File: src/rtl/ifetch_align_if.sv
// Fetch aligner signal bundle: scheduler request, BRAM port, flush and decode side.
// slave = the aligner, master = the logic around it.
interface ifetch_align_if #(
    parameter int HW   = 1,
    parameter int XLEN = 32
);
    logic            req_valid;
    logic            req_ready;
    logic [HW-1:0]   req_hart;
    logic [XLEN-1:0] req_pc;
    logic            mem_req;
    logic [XLEN-1:0] mem_addr;
    logic [XLEN-1:0] mem_rdata;
    logic            flush_valid;
    logic [HW-1:0]   flush_hart;
    logic            if_valid;
    logic            if_ready;
    logic [HW-1:0]   if_hart;
    logic [XLEN-1:0] if_pc;
    logic [XLEN-1:0] if_inst;

    modport slave (
        input  req_valid, req_hart, req_pc, mem_rdata,
        input  flush_valid, flush_hart, if_ready,
        output req_ready, mem_req, mem_addr,
        output if_valid, if_hart, if_pc, if_inst
    );

    modport master (
        output req_valid, req_hart, req_pc, mem_rdata,
        output flush_valid, flush_hart, if_ready,
        input  req_ready, mem_req, mem_addr,
        input  if_valid, if_hart, if_pc, if_inst
    );
endinterface

File: src/rtl/ifetch_align_q.sv
// ifetch_align_q: pairs BRAM read data with its {hart, pc} tag and queues results.
// Optional fetch/squash counters are built when IFETCH_ALIGN_STATS_EN is defined.
module ifetch_align_q #(
    parameter int NUM_HARTS   = 2,
    parameter int XLEN        = 32,
    parameter int MEM_LATENCY = 1,
    parameter int OUT_DEPTH   = 4
) (
    input  logic        clk,
    input  logic        rst_n,
    ifetch_align_if.slave bus
`ifdef IFETCH_ALIGN_STATS_EN
    ,
    output logic [31:0] stat_fetch,
    output logic [31:0] stat_squash
`endif
);
    localparam int HW = (NUM_HARTS > 1) ? $clog2(NUM_HARTS) : 1;
    localparam int PW = $clog2(OUT_DEPTH);
    localparam int CW = $clog2(OUT_DEPTH + MEM_LATENCY + 1);

    typedef struct packed {
        logic [HW-1:0]   hart;
        logic [XLEN-1:0] pc;
    } tag_t;

    logic [MEM_LATENCY-1:0] tv;
    tag_t                   tg [MEM_LATENCY];

    logic [OUT_DEPTH-1:0]   qkill;
    logic [HW-1:0]          qhart [OUT_DEPTH];
    logic [XLEN-1:0]        qpc   [OUT_DEPTH];
    logic [XLEN-1:0]        qinst [OUT_DEPTH];
    logic [PW-1:0]          rd_ptr;
    logic [PW-1:0]          wr_ptr;
    logic [PW:0]            count;

    logic [CW-1:0]          live;
    logic [CW-1:0]          outstanding;
    logic                   issue;
    logic                   push;
    logic                   push_kill;
    logic                   nonempty;
    logic                   head_kill;
    logic                   pop;

    always_comb begin
        live = '0;
        for (int i = 0; i < MEM_LATENCY; i++) live = live + CW'(tv[i]);
    end

    // Credits cover every fetch not yet popped, so the queue can never overflow.
    assign outstanding   = live + CW'(count);
    assign bus.req_ready = rst_n && (outstanding < CW'(OUT_DEPTH));
    assign issue         = bus.req_valid && bus.req_ready;
    assign bus.mem_req   = issue;
    assign bus.mem_addr  = issue ? bus.req_pc : '0;

    assign push      = tv[MEM_LATENCY-1];
    assign push_kill = bus.flush_valid &&
                       (tg[MEM_LATENCY-1].hart == bus.flush_hart);

    assign nonempty     = (count != '0);
    assign head_kill    = qkill[rd_ptr];
    assign bus.if_valid = nonempty && !head_kill;
    assign pop          = nonempty && (head_kill || bus.if_ready);
    assign bus.if_hart  = qhart[rd_ptr];
    assign bus.if_pc    = qpc[rd_ptr];
    assign bus.if_inst  = qinst[rd_ptr];

    always_ff @(posedge clk or negedge rst_n) begin
        if (!rst_n) begin
            tv <= '0;
            for (int i = 0; i < MEM_LATENCY; i++) tg[i] <= '0;
        end else begin
            tv[0] <= issue;
            if (issue) tg[0] <= '{hart: bus.req_hart, pc: bus.req_pc};
            for (int i = 1; i < MEM_LATENCY; i++) begin
                tv[i] <= tv[i-1] &&
                         !(bus.flush_valid && tg[i-1].hart == bus.flush_hart);
                tg[i] <= tg[i-1];
            end
        end
    end

    always_ff @(posedge clk or negedge rst_n) begin
        if (!rst_n) begin
            qkill  <= '0;
            rd_ptr <= '0;
            wr_ptr <= '0;
            count  <= '0;
            for (int i = 0; i < OUT_DEPTH; i++) begin
                qhart[i] <= '0;
                qpc[i]   <= '0;
                qinst[i] <= '0;
            end
        end else begin
            // Stale free slots may get kill set too; a push overwrites it.
            for (int i = 0; i < OUT_DEPTH; i++)
                if (bus.flush_valid && qhart[i] == bus.flush_hart)
                    qkill[i] <= 1'b1;
            if (push) begin
                qkill[wr_ptr] <= push_kill;
                qhart[wr_ptr] <= tg[MEM_LATENCY-1].hart;
                qpc[wr_ptr]   <= tg[MEM_LATENCY-1].pc;
                qinst[wr_ptr] <= bus.mem_rdata;
                wr_ptr        <= wr_ptr + 1'b1;
            end
            if (pop) rd_ptr <= rd_ptr + 1'b1;
            count <= count + (PW+1)'(push) - (PW+1)'(pop);
        end
    end

    assert property (@(posedge clk) disable iff (!rst_n)
        !(push && !pop && count == (PW+1)'(OUT_DEPTH)));

`ifdef IFETCH_ALIGN_STATS_EN
    logic [CW-1:0] nkill;
    logic [32:0]   sq_sum;

    always_comb begin
        nkill = '0;
        if (bus.flush_valid) begin
            for (int i = 0; i < MEM_LATENCY; i++)
                if (tv[i] && tg[i].hart == bus.flush_hart)
                    nkill = nkill + CW'(1);
            for (int i = 0; i < OUT_DEPTH; i++)
                if (((PW+1)'(PW'(PW'(i) - rd_ptr)) < count) && !qkill[i] &&
                    qhart[i] == bus.flush_hart &&
                    !(pop && PW'(i) == rd_ptr))
                    nkill = nkill + CW'(1);
        end
    end

    assign sq_sum = {1'b0, stat_squash} + 33'(nkill);

    always_ff @(posedge clk or negedge rst_n) begin
        if (!rst_n) begin
            stat_fetch  <= '0;
            stat_squash <= '0;
        end else begin
            if (issue && stat_fetch != '1) stat_fetch <= stat_fetch + 32'd1;
            stat_squash <= sq_sum[32] ? '1 : sq_sum[31:0];
        end
    end
`endif
endmodule

File: src/flat_wrapper.sv
// flat-port wrapper written by rule: the top's interface ports become plain ports
module ifetch_align_q_flat 
#(
    parameter int NUM_HARTS   = 2,
    parameter int XLEN        = 32,
    parameter int MEM_LATENCY = 1,
    parameter int OUT_DEPTH   = 4
)
  (clk, rst_n, bus_req_valid, bus_req_hart, bus_req_pc, bus_mem_rdata, bus_flush_valid, bus_flush_hart, bus_if_ready, bus_req_ready, bus_mem_req, bus_mem_addr, bus_if_valid, bus_if_hart, bus_if_pc, bus_if_inst);
  ifetch_align_if #(.HW((1)), .XLEN(XLEN)) bus_i ();
  input  logic clk;
  input  logic rst_n;
  input wire logic [$bits(bus_i.req_valid)-1:0] bus_req_valid;
  input wire logic [$bits(bus_i.req_hart)-1:0] bus_req_hart;
  input wire logic [$bits(bus_i.req_pc)-1:0] bus_req_pc;
  input wire logic [$bits(bus_i.mem_rdata)-1:0] bus_mem_rdata;
  input wire logic [$bits(bus_i.flush_valid)-1:0] bus_flush_valid;
  input wire logic [$bits(bus_i.flush_hart)-1:0] bus_flush_hart;
  input wire logic [$bits(bus_i.if_ready)-1:0] bus_if_ready;
  output wire logic [$bits(bus_i.req_ready)-1:0] bus_req_ready;
  output wire logic [$bits(bus_i.mem_req)-1:0] bus_mem_req;
  output wire logic [$bits(bus_i.mem_addr)-1:0] bus_mem_addr;
  output wire logic [$bits(bus_i.if_valid)-1:0] bus_if_valid;
  output wire logic [$bits(bus_i.if_hart)-1:0] bus_if_hart;
  output wire logic [$bits(bus_i.if_pc)-1:0] bus_if_pc;
  output wire logic [$bits(bus_i.if_inst)-1:0] bus_if_inst;
  assign bus_i.req_valid = bus_req_valid;
  assign bus_i.req_hart = bus_req_hart;
  assign bus_i.req_pc = bus_req_pc;
  assign bus_i.mem_rdata = bus_mem_rdata;
  assign bus_i.flush_valid = bus_flush_valid;
  assign bus_i.flush_hart = bus_flush_hart;
  assign bus_i.if_ready = bus_if_ready;
  assign bus_req_ready = bus_i.req_ready;
  assign bus_mem_req = bus_i.mem_req;
  assign bus_mem_addr = bus_i.mem_addr;
  assign bus_if_valid = bus_i.if_valid;
  assign bus_if_hart = bus_i.if_hart;
  assign bus_if_pc = bus_i.if_pc;
  assign bus_if_inst = bus_i.if_inst;
  ifetch_align_q #(.NUM_HARTS(NUM_HARTS), .XLEN(XLEN), .MEM_LATENCY(MEM_LATENCY), .OUT_DEPTH(OUT_DEPTH)) u_core (.clk(clk), .rst_n(rst_n), .bus(bus_i));
endmodule
File: config.mk
export PLATFORM = sky130hd
export DESIGN_NAME = ifetch_align_q_flat
export DESIGN_NICKNAME = d
export VERILOG_FILES = /design/src/rtl/ifetch_align_if.sv /design/src/rtl/ifetch_align_q.sv /design/src/flat_wrapper.sv
export SDC_FILE = /design/constraint.sdc
export NUM_CORES = 1
export LEC_CHECK = 0
export CELL_PAD_IN_SITES_DETAIL_PLACEMENT = 1
export CELL_PAD_IN_SITES_GLOBAL_PLACEMENT = 2
export CORE_MARGIN = 2
export CORE_UTILIZATION = 44
export CTS_CLUSTER_SIZE = 24
export DETAILED_ROUTE_END_ITERATION = 16
export GPL_TIMING_DRIVEN = 0
export PLACE_DENSITY_LB_ADDON = 0.25
export SLEW_MARGIN = 0
export SYNTH_ARGS = -nofsm -noshare
export SYNTH_HDL_FRONTEND = slang
export SYNTH_SLANG_ARGS = --single-unit
File: constraint.sdc
create_clock -name clk -period 4.6 [get_ports clk]
set_input_delay 1.15 -clock clk [delete_from_list [all_inputs] [get_ports clk]]
set_output_delay 1.15 -clock clk [all_outputs]
set_load 0.01 [all_outputs]
==> impl_metrics.env <==
export IMPL_wl_per_cell_um=21.36
export IMPL_synth_simple_area_share=0.02159
export IMPL_multi_input_area_sq_um=5470
export IMPL_fmax_mhz=227.1
export IMPL_crit_path_start_kind="primary input"
export IMPL_yosys_warnings=0
export IMPL_power_density_nw_per_um2=743.4
export IMPL_antenna_found_initial=1
export IMPL_grt_pass1_vias=8441
export IMPL_dr_pass1_iters=4
export IMPL_cp_end_kind="primary output"
export IMPL_fin_crit_sh=0.9572
export IMPL_met3_usage=0.03456
export IMPL_gp_congestion=0.7303
export IMPL_start_util=0.4430
export IMPL_clock_latency_ns=0.50
export IMPL_timing_slew_headroom=0.4334
export IMPL_totalPowerFinal_mw=12.59
export IMPL_core_area_sq_um=30350
export IMPL_min_to="u_core.qpc[57]"
export IMPL_hold_path_class="reg2reg"
export IMPL_grt_util_met2=0.3288
export IMPL_regArea_sq_um=7632
export IMPL_die_y_um=178.8
export IMPL_fp_dieW_um=178.8
export IMPL_die_area_sq_um=31970
export IMPL_synth_main_ff_cell="dfrtp_1"
export IMPL_final_cell_mix="305 x dfrtp_1, 231 x mux2_2, 169 x clkdlybuf4s50_1, 66 x mux4_2, 37 x clkbuf_16"
export IMPL_layout_commonest_cell="dfrtp_1"
export IMPL_fillers=2808
export IMPL_arrival_ns=3.25
export IMPL_finalClockSkew_ns=0.01478
export IMPL_synth_area_mux_share=0.3625
export IMPL_hold_depth=1
export IMPL_status="finished clean"
export IMPL_ys_async_sr_fraction=1.000
export IMPL_synth_area_sq_um=13440
export IMPL_r2r_start="u_core.rd_ptr[0]"
export IMPL_path_class="in2out"
export IMPL_r2r_end="u_core.count[2]"
export IMPL_cts_buffer_depth=3
export IMPL_root_buffer="clkbuf_16"
export IMPL_cp_required_ns=3.45
export IMPL_ys_seq_area_frac=0.5677
export IMPL_r2r_slack_ns=2.49
export IMPL_grt_util_met1=0.2833
export IMPL_htree_levels=2
export IMPL_clock_sinks=305
export IMPL_fin_nets=1089
export IMPL_yosys_area_share_adder=0.007445
export IMPL_rsz0062_at_grt="false"
export IMPL_finalSetupViolCount=0
export IMPL_grt_max_degree=78
export IMPL_synth_enable_flop_cells=0
export IMPL_synth_xor_area_frac=0.003164
export IMPL_rows=64
export IMPL_reg2reg_depth=8
export IMPL_drtIter0Drc=341
export IMPL_tritoncts="yes"
export IMPL_drive_gt1_frac=0.4338
export IMPL_max_cap_violations=0
export IMPL_drc=0
export IMPL_ys_seq_elements=305
export IMPL_synth_area_leaders="dfrtp_1 57%, mux2_2 19%, mux4_2 11%"
export IMPL_antenna_cells=0
export IMPL_num_io_pins=171
export IMPL_syn_nets=878
export IMPL_synth_top_family_by_area="multiplexers"
export IMPL_slew_violations=0
export IMPL_fin_crit_ns=4.403
export IMPL_yosysTopAreaCell="dfrtp_1"
export IMPL_synthCells=799
export IMPL_totalWireLength_mm=30.56
export IMPL_grt_first_pass_wirelength_mm=49.11
export IMPL_clkTransAtPathRegs_ns=0.06
export IMPL_grt_overflow=0
export IMPL_antenna_left=0
export IMPL_cts_made_buffers=35
export IMPL_synth_compound_gate_area_share=0.01163
export IMPL_p_leak_nw=7.398
export IMPL_dpl_hpwl_mm=20.05
export IMPL_place_area_sq_um=15700
export IMPL_route_vias_total=7652
export IMPL_worst_pin_slew_ns=0.8500
export IMPL_ir_drop_mv=0.3227
export IMPL_hold_viol_final=0
export IMPL_syn_avg_cell_area_sq_um=16.83
export IMPL_final_area_sq_um=16930
export IMPL_cts_setup_buffers=0
export IMPL_crit_path_max_fanout=60
export IMPL_io_buffers=170
export IMPL_synth_top_area_share=0.5677
export IMPL_ys_types=31
export IMPL_viasPerCell=5.347
export IMPL_syn2layout_area_growth_pct=25.93
export IMPL_hold_start="u_core.qpc[57]"
export IMPL_grt_usage=0.2010
export IMPL_grt_busiest_layer="met2"
export IMPL_holdWs_ns=0.4850
[worst max-delay path, cell delays in order]
cell             delay (ns)
buf_16                 0.25
buf_16                 0.31
nand3_4                0.20
inv_2                  0.24
buf_4                  0.29
and2_1                 0.15
clkdlybuf4s50_1        0.59
[logic make-up after synthesis]
family,Yosys count
XOR/XNOR,4
adder cells (fa/ha/maj),8
AO/OA/AOI/OAI,16
AND/OR/NAND/NOR,48
flip-flops,305
buffers and inverters,61
multiplexers,357
[report_power, final]
group / internal, mW / switching, mW
Combinational: 3.21 / 1.88
Sequential: 4.03 / 0.776
Clock: 1.63 / 1.07
[flip-flops by register name (all words and copies together), names as in the netlist]
signal and count:
u_core.tg 33, u_core.qhart 4, u_core.rd_ptr 2, u_core.qkill 4
u_core.push 1, u_core.wr_ptr 2, u_core.qinst 128, u_core.count 3
u_core.qpc 128
[cell type report]
cell class / instances / share of cell area
Sequential cell: 305 / 0.4508
Multi-Input combinational cell: 433 / 0.3231
Timing Repair Buffer: 174 / 0.1086
Clock buffer: 51 / 0.06371
Tap cell: 396 / 0.02927
Buffer: 51 / 0.01855
Clock inverter: 11 / 0.003695
Inverter: 10 / 0.002217
[repair_timing]
action / CTS / global route
resized for setup: 4 / 0
endpoints found under the hold margin: 0 / 0
endpoints found under the setup margin: 33 / 0
hold buffers: 0 / 0
[routing by layer]
layer	part of all wire	vias to the layer above
li1	-	3387
met1	0.46	4069
met2	0.49	154
met3	0.043	40
met4	0.013	2
met5	0.00043	-
[metrics by stage]
stage / std cells / setup slack [ns] / utilization / setup TNS, ns
floorplan: 799 / 1.672 / - / 0
global placement: 1365 / -13.37 / 0.5154 / -4219.50
detailed placement: 1367 / -0.8769 / 0.5174 / -22.63
CTS: 1431 / 0.09177 / 0.5578 / 0
global route: 1431 / 0.02090 / 0.5578 / 0
finish: 1431 / 0.1967 / 0.5578 / 0
[worst max path at each step]
stage | end | slack (ns) | start
final | bus_mem_addr[30] | 0.20 | rst_n
after global routing | bus_mem_addr[30] | 0.02 | rst_n
after CTS | bus_mem_addr[19] | 0.09 | rst_n
after detailed placement | bus_mem_addr[19] | -0.88 | rst_n
after global placement | bus_mem_addr[30] | -13.37 | rst_n
after floorplan | bus_mem_addr[14] | 1.67 | bus_req_valid
[cells in the mapped netlist (7+ instances only)]
cell type  count
mux2_2       231
mux2_4        30
and2_1        34
ha_1           8
mux2_1        28
buf_4          7
buf_2         33
mux4_2        66
dfrtp_1      305
inv_1          8
buf_6          7
No activity file was read; power rests on OpenSTA's default activity.
